`config.mk`:
```
export PLATFORM = sky130hd
export DESIGN_NAME = led_pattern_ctrl
export DESIGN_NICKNAME = d
export VERILOG_FILES = /design/src/rtl/led_pattern_ctrl.sv
export SDC_FILE = /design/constraint.sdc
export NUM_CORES = 1
export LEC_CHECK = 0
export CORE_MARGIN = 10
export CORE_UTILIZATION = 55
export CTS_CLUSTER_SIZE = 28
export DETAILED_ROUTE_END_ITERATION = 6
export GPL_TIMING_DRIVEN = 1
export HOLD_SLACK_MARGIN = 0.12
export PLACE_DENSITY_LB_ADDON = 0.1
export SLEW_MARGIN = 0
export SYNTH_ARGS = -nofsm -noshare
export SYNTH_HDL_FRONTEND = slang
export SYNTH_SLANG_ARGS = --single-unit
```
`constraint.sdc`:
```
create_clock -name clk -period 3.6 [get_ports clk]
set_clock_uncertainty 0.15 [all_clocks]
set_input_delay 0.9 -clock clk [delete_from_list [all_inputs] [get_ports clk]]
set_output_delay 0.9 -clock clk [all_outputs]
set_load 0.02 [all_outputs]
```
`src/rtl/led_pattern_ctrl.sv`:
```
// LED bank sequencer: prescaled pattern FSM with valid/ready mode requests.
// Optional PWM dimming of the LED outputs is enabled by defining LED_PWM_EN.
module led_pattern_ctrl #(
  parameter int unsigned STEP_CYCLES = 12_500_000,
  parameter int unsigned PWM_BITS    = 4
) (
  input  logic                clk,
  input  logic                rst_n,
  input  logic                mode_valid,
  input  logic [1:0]          mode,
  output logic                mode_ready,
  input  logic                pause,
  input  logic [PWM_BITS-1:0] duty,
  output logic                step_tick,
  output logic [3:0]          pio_led
);

  localparam int unsigned CntW = (STEP_CYCLES > 1) ? $clog2(STEP_CYCLES) : 1;
  localparam logic [CntW-1:0] CntLast = CntW'(STEP_CYCLES - 1);

  typedef enum logic [1:0] {
    ModeOff   = 2'b00,
    ModeRun   = 2'b01,
    ModeBlink = 2'b10,
    ModeCount = 2'b11
  } mode_e;

  typedef enum logic {StActive, StPending} state_e;

  logic [CntW-1:0] cnt_q, cnt_d;
  state_e          state_q, state_d;
  mode_e           cur_q, cur_d;
  mode_e           pend_q, pend_d;
  logic [3:0]      pat_q, pat_d;

  function automatic logic [3:0] init_pattern(input mode_e m);
    logic [3:0] p;
    unique case (m)
      ModeOff:   p = 4'b0000;
      ModeRun:   p = 4'b0001;
      ModeBlink: p = 4'b1111;
      ModeCount: p = 4'b0000;
      default:   p = 4'b0000;
    endcase
    return p;
  endfunction

  function automatic logic [3:0] next_pattern(input mode_e m, input logic [3:0] p);
    logic [3:0] n;
    unique case (m)
      ModeOff:   n = 4'b0000;
      ModeRun:   n = {p[2:0], p[3]};
      ModeBlink: n = ~p;
      ModeCount: n = p + 4'd1;
      default:   n = 4'b0000;
    endcase
    return n;
  endfunction

  // Prescaler freezes entirely while paused, so no tick can slip through.
  always_comb begin
    cnt_d = cnt_q;
    if (!pause) begin
      cnt_d = (cnt_q == CntLast) ? '0 : cnt_q + 1'b1;
    end
  end

  assign step_tick = (cnt_q == CntLast) && !pause;

  always_comb begin
    state_d    = state_q;
    cur_d      = cur_q;
    pend_d     = pend_q;
    pat_d      = pat_q;
    mode_ready = 1'b0;
    unique case (state_q)
      StActive: begin
        mode_ready = 1'b1;
        // A tick in the acceptance cycle still belongs to the old mode.
        if (step_tick) begin
          pat_d = next_pattern(cur_q, pat_q);
        end
        if (mode_valid) begin
          pend_d  = mode_e'(mode);
          state_d = StPending;
        end
      end
      StPending: begin
        if (step_tick) begin
          pat_d   = init_pattern(pend_q);
          cur_d   = pend_q;
          state_d = StActive;
        end
      end
      default: state_d = StActive;
    endcase
  end

  always_ff @(posedge clk or negedge rst_n) begin
    if (!rst_n) begin
      cnt_q   <= '0;
      state_q <= StActive;
      cur_q   <= ModeRun;
      pend_q  <= ModeOff;
      pat_q   <= 4'b0001;
    end else begin
      cnt_q   <= cnt_d;
      state_q <= state_d;
      cur_q   <= cur_d;
      pend_q  <= pend_d;
      pat_q   <= pat_d;
    end
  end

`ifdef LED_PWM_EN
  logic [PWM_BITS-1:0] pwm_cnt_q;

  always_ff @(posedge clk or negedge rst_n) begin
    if (!rst_n) begin
      pwm_cnt_q <= '0;
    end else begin
      pwm_cnt_q <= pwm_cnt_q + 1'b1;
    end
  end

  assign pio_led = pat_q & {4{duty > pwm_cnt_q}};
`else
  logic unused_duty;
  assign unused_duty = ^duty;
  assign pio_led     = pat_q;
`endif

endmodule

```
==> results of run 1 <==
-- Yosys cell counts, drive strengths merged --
cell,n
a21o,3
a21oi,5
a221oi,2
a32oi,1
and2,1
and3,5
and3b,1
and4,2
and4b,1
buf,2
dfrtp,31
dfstp,2
ha,3
inv,4
mux2,7
nand2,13
nand2b,3
nand3,13
nand3b,2
nand4,8
nor2,16
nor2b,3
nor3,8
nor3b,1
nor4,2
nor4b,2
nor4bb,1
o21a,1
o21ai,5
or3,1
xnor2,10
xor2,12
-- layout make-up --
class | count | area share [%]
Clock buffer | 5 | 1.82
Clock inverter | 3 | 3.16
Inverter | 4 | 0.729
Multi-Input combinational cell | 132 | 44.3
Sequential cell | 33 | 40.2
Tap cell | 44 | 2.67
Timing Repair Buffer | 16 | 7.11
-- cell families (layout without fill, tap and decap cells) --
| family | after synthesis | count (layout) | share of synthesized area, % |
|---|---|---|---|
| multiplexers | 7 | 7 | 4.88 |
| buffers and inverters | 6 | 28 | 1.77 |
| AND/OR/NAND/NOR | 83 | 83 | 27.6 |
| AO/OA/AOI/OAI | 17 | 17 | 6.01 |
| adder cells (fa/ha/maj) | 3 | 3 | 2.12 |
| XOR/XNOR | 22 | 22 | 10.9 |
| flip-flops | 33 | 33 | 46.8 |
-- through the flow --
step / utilization [%] / hold slack (ps) / instances
global route: 66.9 / 404 / 237
detailed placement: 63.6 / 360 / 229
CTS: 66.9 / 387 / 237
global placement: 63.6 / 343 / 229
finish: 66.9 / 383 / 237
floorplan: - / 329 / 171
-- power breakdown --
part	internal, W	switching [W]	total [W]	leakage [nW]
Combinational	0.0000409	0.0000390	0.0000799	0.430
Sequential	0.000401	0.0000464	0.000448	0.427
Clock	0.000215	0.000131	0.000346	0.0552
Total	0.000657	0.000216	0.000873	0.913
-- worst min-delay path by stage --
stage / from / to / depth (start not counted)
after floorplan: cnt_q[22] / cnt_q[22] / 1
after global placement: pend_q[0] / cur_q[0] / 1
after detailed placement: pend_q[0] / cur_q[0] / 1
after CTS: pend_q[0] / cur_q[0] / 1
after global routing: pend_q[0] / cur_q[0] / 1
final: pend_q[0] / cur_q[0] / 1
-- sequential cells by signal (all words and copies together), names as in the netlist --
name,cells
cnt_q,24
pend_q,2
state_q,1
cur_q,2
pio_led,4
-- worst register-to-register path, stage by stage, from the launching register on --
cell     delay, ps
dfrtp_1        430
ha_1           210
and4b_2        260
nand3_2         90
buf_4          160
nor3_4         480
nand2_4        120
mux2_4         310
-- layer usage --
layer  vias to the layer above  part of all wire, %  track usage [%]
li1                        648                    -                -
met1                       664                   43             14.7
met2                        27                   49             20.8
met3                         8                  5.6             5.01
met4                         0                  2.1             6.32
met5                         -                    0                0
==> run summary, run 1 <==
The tools report the number of buffers between clock root and the deepest sink as 2. The share of synthesized area occupied by flip-flops and latches was 46.8%. The number of design rule violations left after detail routing was 0. At the worst endpoint, the arrival time is 2250 ps. The run gives 1 as the number of gates given a new drive strength after cts. The tools report the count of pins over their slew limit as 0. The die is 76.7 um tall.

The class of the tightest hold or removal check is reg -> reg. Leaving out fill and tap cells, the most frequent cell in the layout is dfrtp_1. Cell type with the highest aggregate area in the netlist: dfrtp_1. The number of global-route vias before repair came out at 1,408. The weighted congestion at the end of routability-driven global placement is 0.873. The number of vias per cell was 5.68; the maximum vdd ir drop was 0.390 mV. Setup repair after global routing left no endpoint under its margin.

The fill cell total of the finished layout is 251. The logs give 0 for the number of buffers inserted by post-CTS setup repair and 205 for the post-layout net count. Top-area cell type share of the netlist area: 43.8%. The overall overflow remaining after global route was 0; the synthesized area per cell was 10.4 um^2. Among all stages on the critical path, the largest delay is contributed by clkdlybuf4s50_1. The total wire length was 3490 um. The cell family contributing the most delay on the critical path is buffers and inverters. The end point of the critical path was step_tick. The effective utilization at floorplan was 57.5%.

The kind of critical path was in -> out. In this run, the number of DRC markers left after iteration 0 of detailed routing was 66. Data on the critical path is required at its endpoint by 2550 ps. The tools report the number of antenna violations at the first check in global routing as 0. The number of different library cells used by synthesis comes to 38. The critical path goes through clkdlybuf4s50_1, and4b_2, nand3_2, nor3_1, dlygate4sd2_1. The initialized floorplan defines 20 standard-cell rows. The areal power density over the cells works out to 424 nW/um^2. TritonCTS built the clock tree. After layout, the worst path uses 91.6% of the clock period. The register cell area after layout is 828 um^2. In the layout the commonest cells are dfrtp_1, nor2_1, nand3_1, nand2_1, xor2_1. STA classifies the critical path startpoint as an input port. In the post-synthesis netlist, the biggest area contributors are dfrtp_1, xor2_1, xnor2_1, nand3_1, nor2_1.

Before antenna repair, the detailed router went through 4 iterations. The tools report the via count as 1,347. The synthesized design contains 33 register bits. For the total count of hold-check failures in the final report, the log shows 0. Along the worst path, the maximum fanout reaches 2. The shortest clock period the worst path allows after layout works out to 3300 ps. Summing all placed instances gives a cell area of 1960 um^2.

Measured in cells, the most critical reg-to-reg path has a length of 7. The area growth from synthesis to final layout is 16.3%, and the area of the die is 5890 um^2. After legalization and detailed placement, the total HPWL measured 2570 um.

Max-cap violations in this run came to 0. The clock net in this run drives a total of 33 sinks. In the final layout, the share of cells above drive strength 1 is 15.0%.

The count of nets left with antenna violations once routing finished came out at 0. In the final layout, the multi-input gates occupy 911 um^2. Startpoint of the most critical register-to-register path: cnt_q[0]. Counting every net in the synthesized netlist gives 184.

After detailed routing, the average wire length per cell comes to 14.7 um. The first-pass GRT wire length was 6310 um; the largest net degree at the start of global routing was 34. The reg2reg setup slack came out at 1300 ps. The cell sitting at the root of the clock tree is a clkbuf_4. For this run, the slowest stage of the critical path takes 410 ps.

Headroom to the max-slew limit came out at 47.5%. In this run the tool buffered the top-level ports with 11 buffer cells. Across every metal layer, demand over resource in global routing totals 13.0%. The repair_antennas step left the layout with diodes totalling 0. In this run the number of cells on the critical path is 5. The post-synthesis cell count came out at 171. Hold repair after CTS inserted 0 buffers. The endpoint identified for the worst register-to-register timing path is cur_q[1].

Area of the placeable core: 3080 um^2. STA classifies the critical path endpoint as a primary output. The horizontal extent of the die was 76.7 um. The count of buffering cells on the critical path with inverters included was 2; the number of H-tree levels was 2.

Maximum frequency from static timing analysis: 303 MHz. Pin placement for this block handled 16 I/O pins. Accumulated negative setup slack: 0 ps. The slew at the pin closest to its max-slew limit came out at 782 ps. The run gives 2060 um^2 as the cell area after layout.

The clock transition at the registers of the reported paths was 110 ps; the number of warnings issued by yosys was 0. The later pin in the worst-skew pair is clocked with a latency of 350 ps. TritonCTS created 5 clock buffers. OpenSTA, run right after detailed placement, puts the worst setup slack at 20.1 ps.

Setup violations remaining at the end of the flow were counted as 0. After synthesis the cells add up to 1770 um^2. The run finished with clean final reports. The most critical setup path has its startpoint at pause.

For this design the static power due to leakage is 0.913 nW. The run gives 303 ps as the smallest setup slack after layout. After layout, the design draws a total of 0.000873 W.
(Power assumes the default switching activity.)
==> run 2: changes to the inputs <==
--- a/config.mk
+++ b/config.mk
@@ -5,7 +5,6 @@
 export SDC_FILE = /design/constraint.sdc
 export NUM_CORES = 1
 export LEC_CHECK = 0
-export CORE_MARGIN = 10
 export CORE_UTILIZATION = 55
 export CTS_CLUSTER_SIZE = 28
 export DETAILED_ROUTE_END_ITERATION = 6
==> run summary, run 2 (synthesis results as in run 1) <==
The weighted congestion at the end of routability-driven global placement came out at 0.838. The areal power density over the cells was 359 nW/um^2; the count of pins over their slew limit was 0. The final layout contains 205 nets. The number of global-route vias before repair was 1,234; the via count was 1,305. The tools report the type of element capturing the critical path as a primary output.

Hold timing on the final database bottoms out at a slack of 383 ps. The count of inserted antenna diode cells was 0; the headroom to the max-slew limit was 50.2%. The critical path in this run is classified as in -> out. For the worst flop-to-flop path, the logic depth is 5. Slowest cell on the critical path: clkdlybuf4s50_1. The reg2reg setup slack is 1340 ps. Traced cell by cell, the critical path runs through clkdlybuf4s50_1, and4b_2, nand3_2, nor3_1, dlymetal6s2s_1. For met3 alone, demand over resource in global routing was 4.62%. The worst register-to-register path begins at cnt_q[14]. Entering global routing, the biggest net connects 34 pins. The tools report the total count of hold-check failures in the final report as 0. The accumulated negative setup slack is 0 ps.

The tools report the switching power summed over all nets as 0.000206 W. Most common cell after layout, fill and taps aside: dfrtp_1. The internal power came out at 0.000516 W.

The slew at the pin closest to its max-slew limit works out to 742 ps. In this run the most critical hold path is launched from pend_q[0]. The class of the tightest hold or removal check is reg -> reg. In the final layout, the share of cells above drive strength 1 is 14.5%. Measured on the finished design, the core utilization comes to 65.9%. The clock passes through at most 2 buffers. For the maximum vdd ir drop, the log shows 0.282 mV. In this run the critical register-to-register path is captured at cur_q[1]. Broken down by cell family, the worst path's largest delay share belongs to buffers and inverters. Clock insertion delay at the later pin of the skew report: 330 ps. The detail route stage leaves a number of antenna-violating nets equal to 0.

The run gives 2 as the number of H-tree levels. The tools report the number of design rule violations left after detail routing as 0. The met2 global-route usage was 34.3%; the cell count after placement was 229. After floorplanning, the core was sized to cover 3050 um^2. The endpoint with the worst hold slack was cur_q[0].

16 I/O pins were placed. TritonCTS built the clock tree. The non-filler instance count after layout was 237; the maximum frequency from static timing analysis was 316 MHz.

The register with the most flip-flops in the layout has 24 of them. The area growth from synthesis to layout is 13.6%. The run finished with clean final reports. The count of buffering cells on the critical path with inverters included came out at 2.

The run gives 5 as the number of buffers created by CTS. From bottom edge to top edge, the die measures 58.7 um. The overall routing resource usage came out at 21.0%. Input and output buffers added on the ports amount to 11. For this block, the initial DRC count from the detailed router was 151.

The cell depth of the worst min-delay path works out to 1. The final critical-path share of the clock period works out to 88.0%. The tools report the standard-cell row count as 20. Cell at the root of the clock tree: clkbuf_4. Number of vias per cell: 5.51. Iteration count of the initial detailed-routing pass: 4. The tools report the detailed-placement wirelength estimate as 2310 um. After global routing the overflow that remains totals 0. In the final routed layout, each cell accounts on average for 13.3 um.

For the proportion of power drawn by combinational gates, the log shows 10.8%. Global routing used 26.4% of the available met1 tracks. The area of the die is 3450 um^2, and the worst path arrival time is 2120 ps. For the part of the power in registers, the log shows 62.1%. Counting flops per register, the top entry is cnt_q. The number of antenna violations at the first check in global routing is 0. The logs give 33 for the clock sink total and 58.0% for the effective utilization at floorplan.

In this run the most used layer during global routing was met2. The top fanout value on the critical path was 2; the clock transition at the registers of the reported paths was 100 ps. For the finished layout, the period the worst path requires is 3170 ps.

The first global-routing pass estimated 5360 um of wire. Reported leakage power: 0.904 nW. Setup repair after global routing left no endpoint under its margin. The number of hold buffers added after CTS was 0.

STA classifies the critical path startpoint as an input port. The horizontal extent of the die was 58.7 um. The largest single stage delay on the critical path is 410 ps. The total wire length came out at 3160 um. Required arrival time at the worst endpoint: 2550 ps.

In the layout the commonest cells are dfrtp_1, nor2_1, nand3_1, nand2_1, xor2_1. The share of total power dissipated in the clock network is 27.2%. Of the total power, the share spent switching nets is 28.5%.

Setup violations remaining at the end of the flow were counted as 0. The tool flagged a number of max-cap violations equal to 0.
## run 2: routing by layer
| layer | part of all wire (%) | wire [um] | vias up |
|---|---|---|---|
| li1 | - | - | 650 |
| met4 | 1.5 | 47 | 0 |
| met2 | 49 | 1540 | 31 |
| met1 | 46 | 1450 | 620 |
| met5 | 0 | 0 | - |
| met3 | 3.8 | 121 | 4 |
## run 2: worst register-to-register path, stage by stage (launching register included)
cell and delay (ps):
dfrtp_1 450, nor4bb_1 390, nand3_1 240, nor3_4 500, nand2_4 110, mux2_4 310
## run 2: power by group through the flow
stage               clock, W  combinational (W)  sequential (W)
floorplan                  0          0.0000563        0.000443
global placement           0          0.0000765        0.000452
detailed placement         0          0.0000797        0.000454
CTS                 0.000206          0.0000798        0.000447
global route        0.000220          0.0000893        0.000454
finish              0.000196          0.0000779        0.000448
## run 2: metrics by stage
step,worst slack [ps],total power [W],instance area (um^2)
final,433,0.000722,2010
after global routing,350,0.000763,2010
after CTS,17.8,0.000733,2010
after detailed placement,35.6,0.000534,1960
after global placement,14.3,0.000529,1960
after floorplan,598,0.000499,1770
## run 2: repair_timing
action | CTS | global route
setup endpoints to repair | 0 | 1
setup buffers | 0 | 0
gates resized for setup | 0 | 1
## run 2: worst max-delay path by stage
stage                     cells after the start  slack (ps)   from         to
after floorplan                               4         600  pause  step_tick
after global placement                        5          10  pause  step_tick
after detailed placement                      5          40  pause  step_tick
after CTS                                     5          20  pause  step_tick
after global routing                          5         350  pause  step_tick
final                                         5         430  pause  step_tick
## run 2: final cells by class
cell class	instances	area, um^2
timing repair buffer	16	150
sequential	33	828
multi-input combinational	132	911
tap	44	55.1
clock buffer	6	41.3
inverter	4	15.0
clock inverter	2	10.0
fill	260	1040
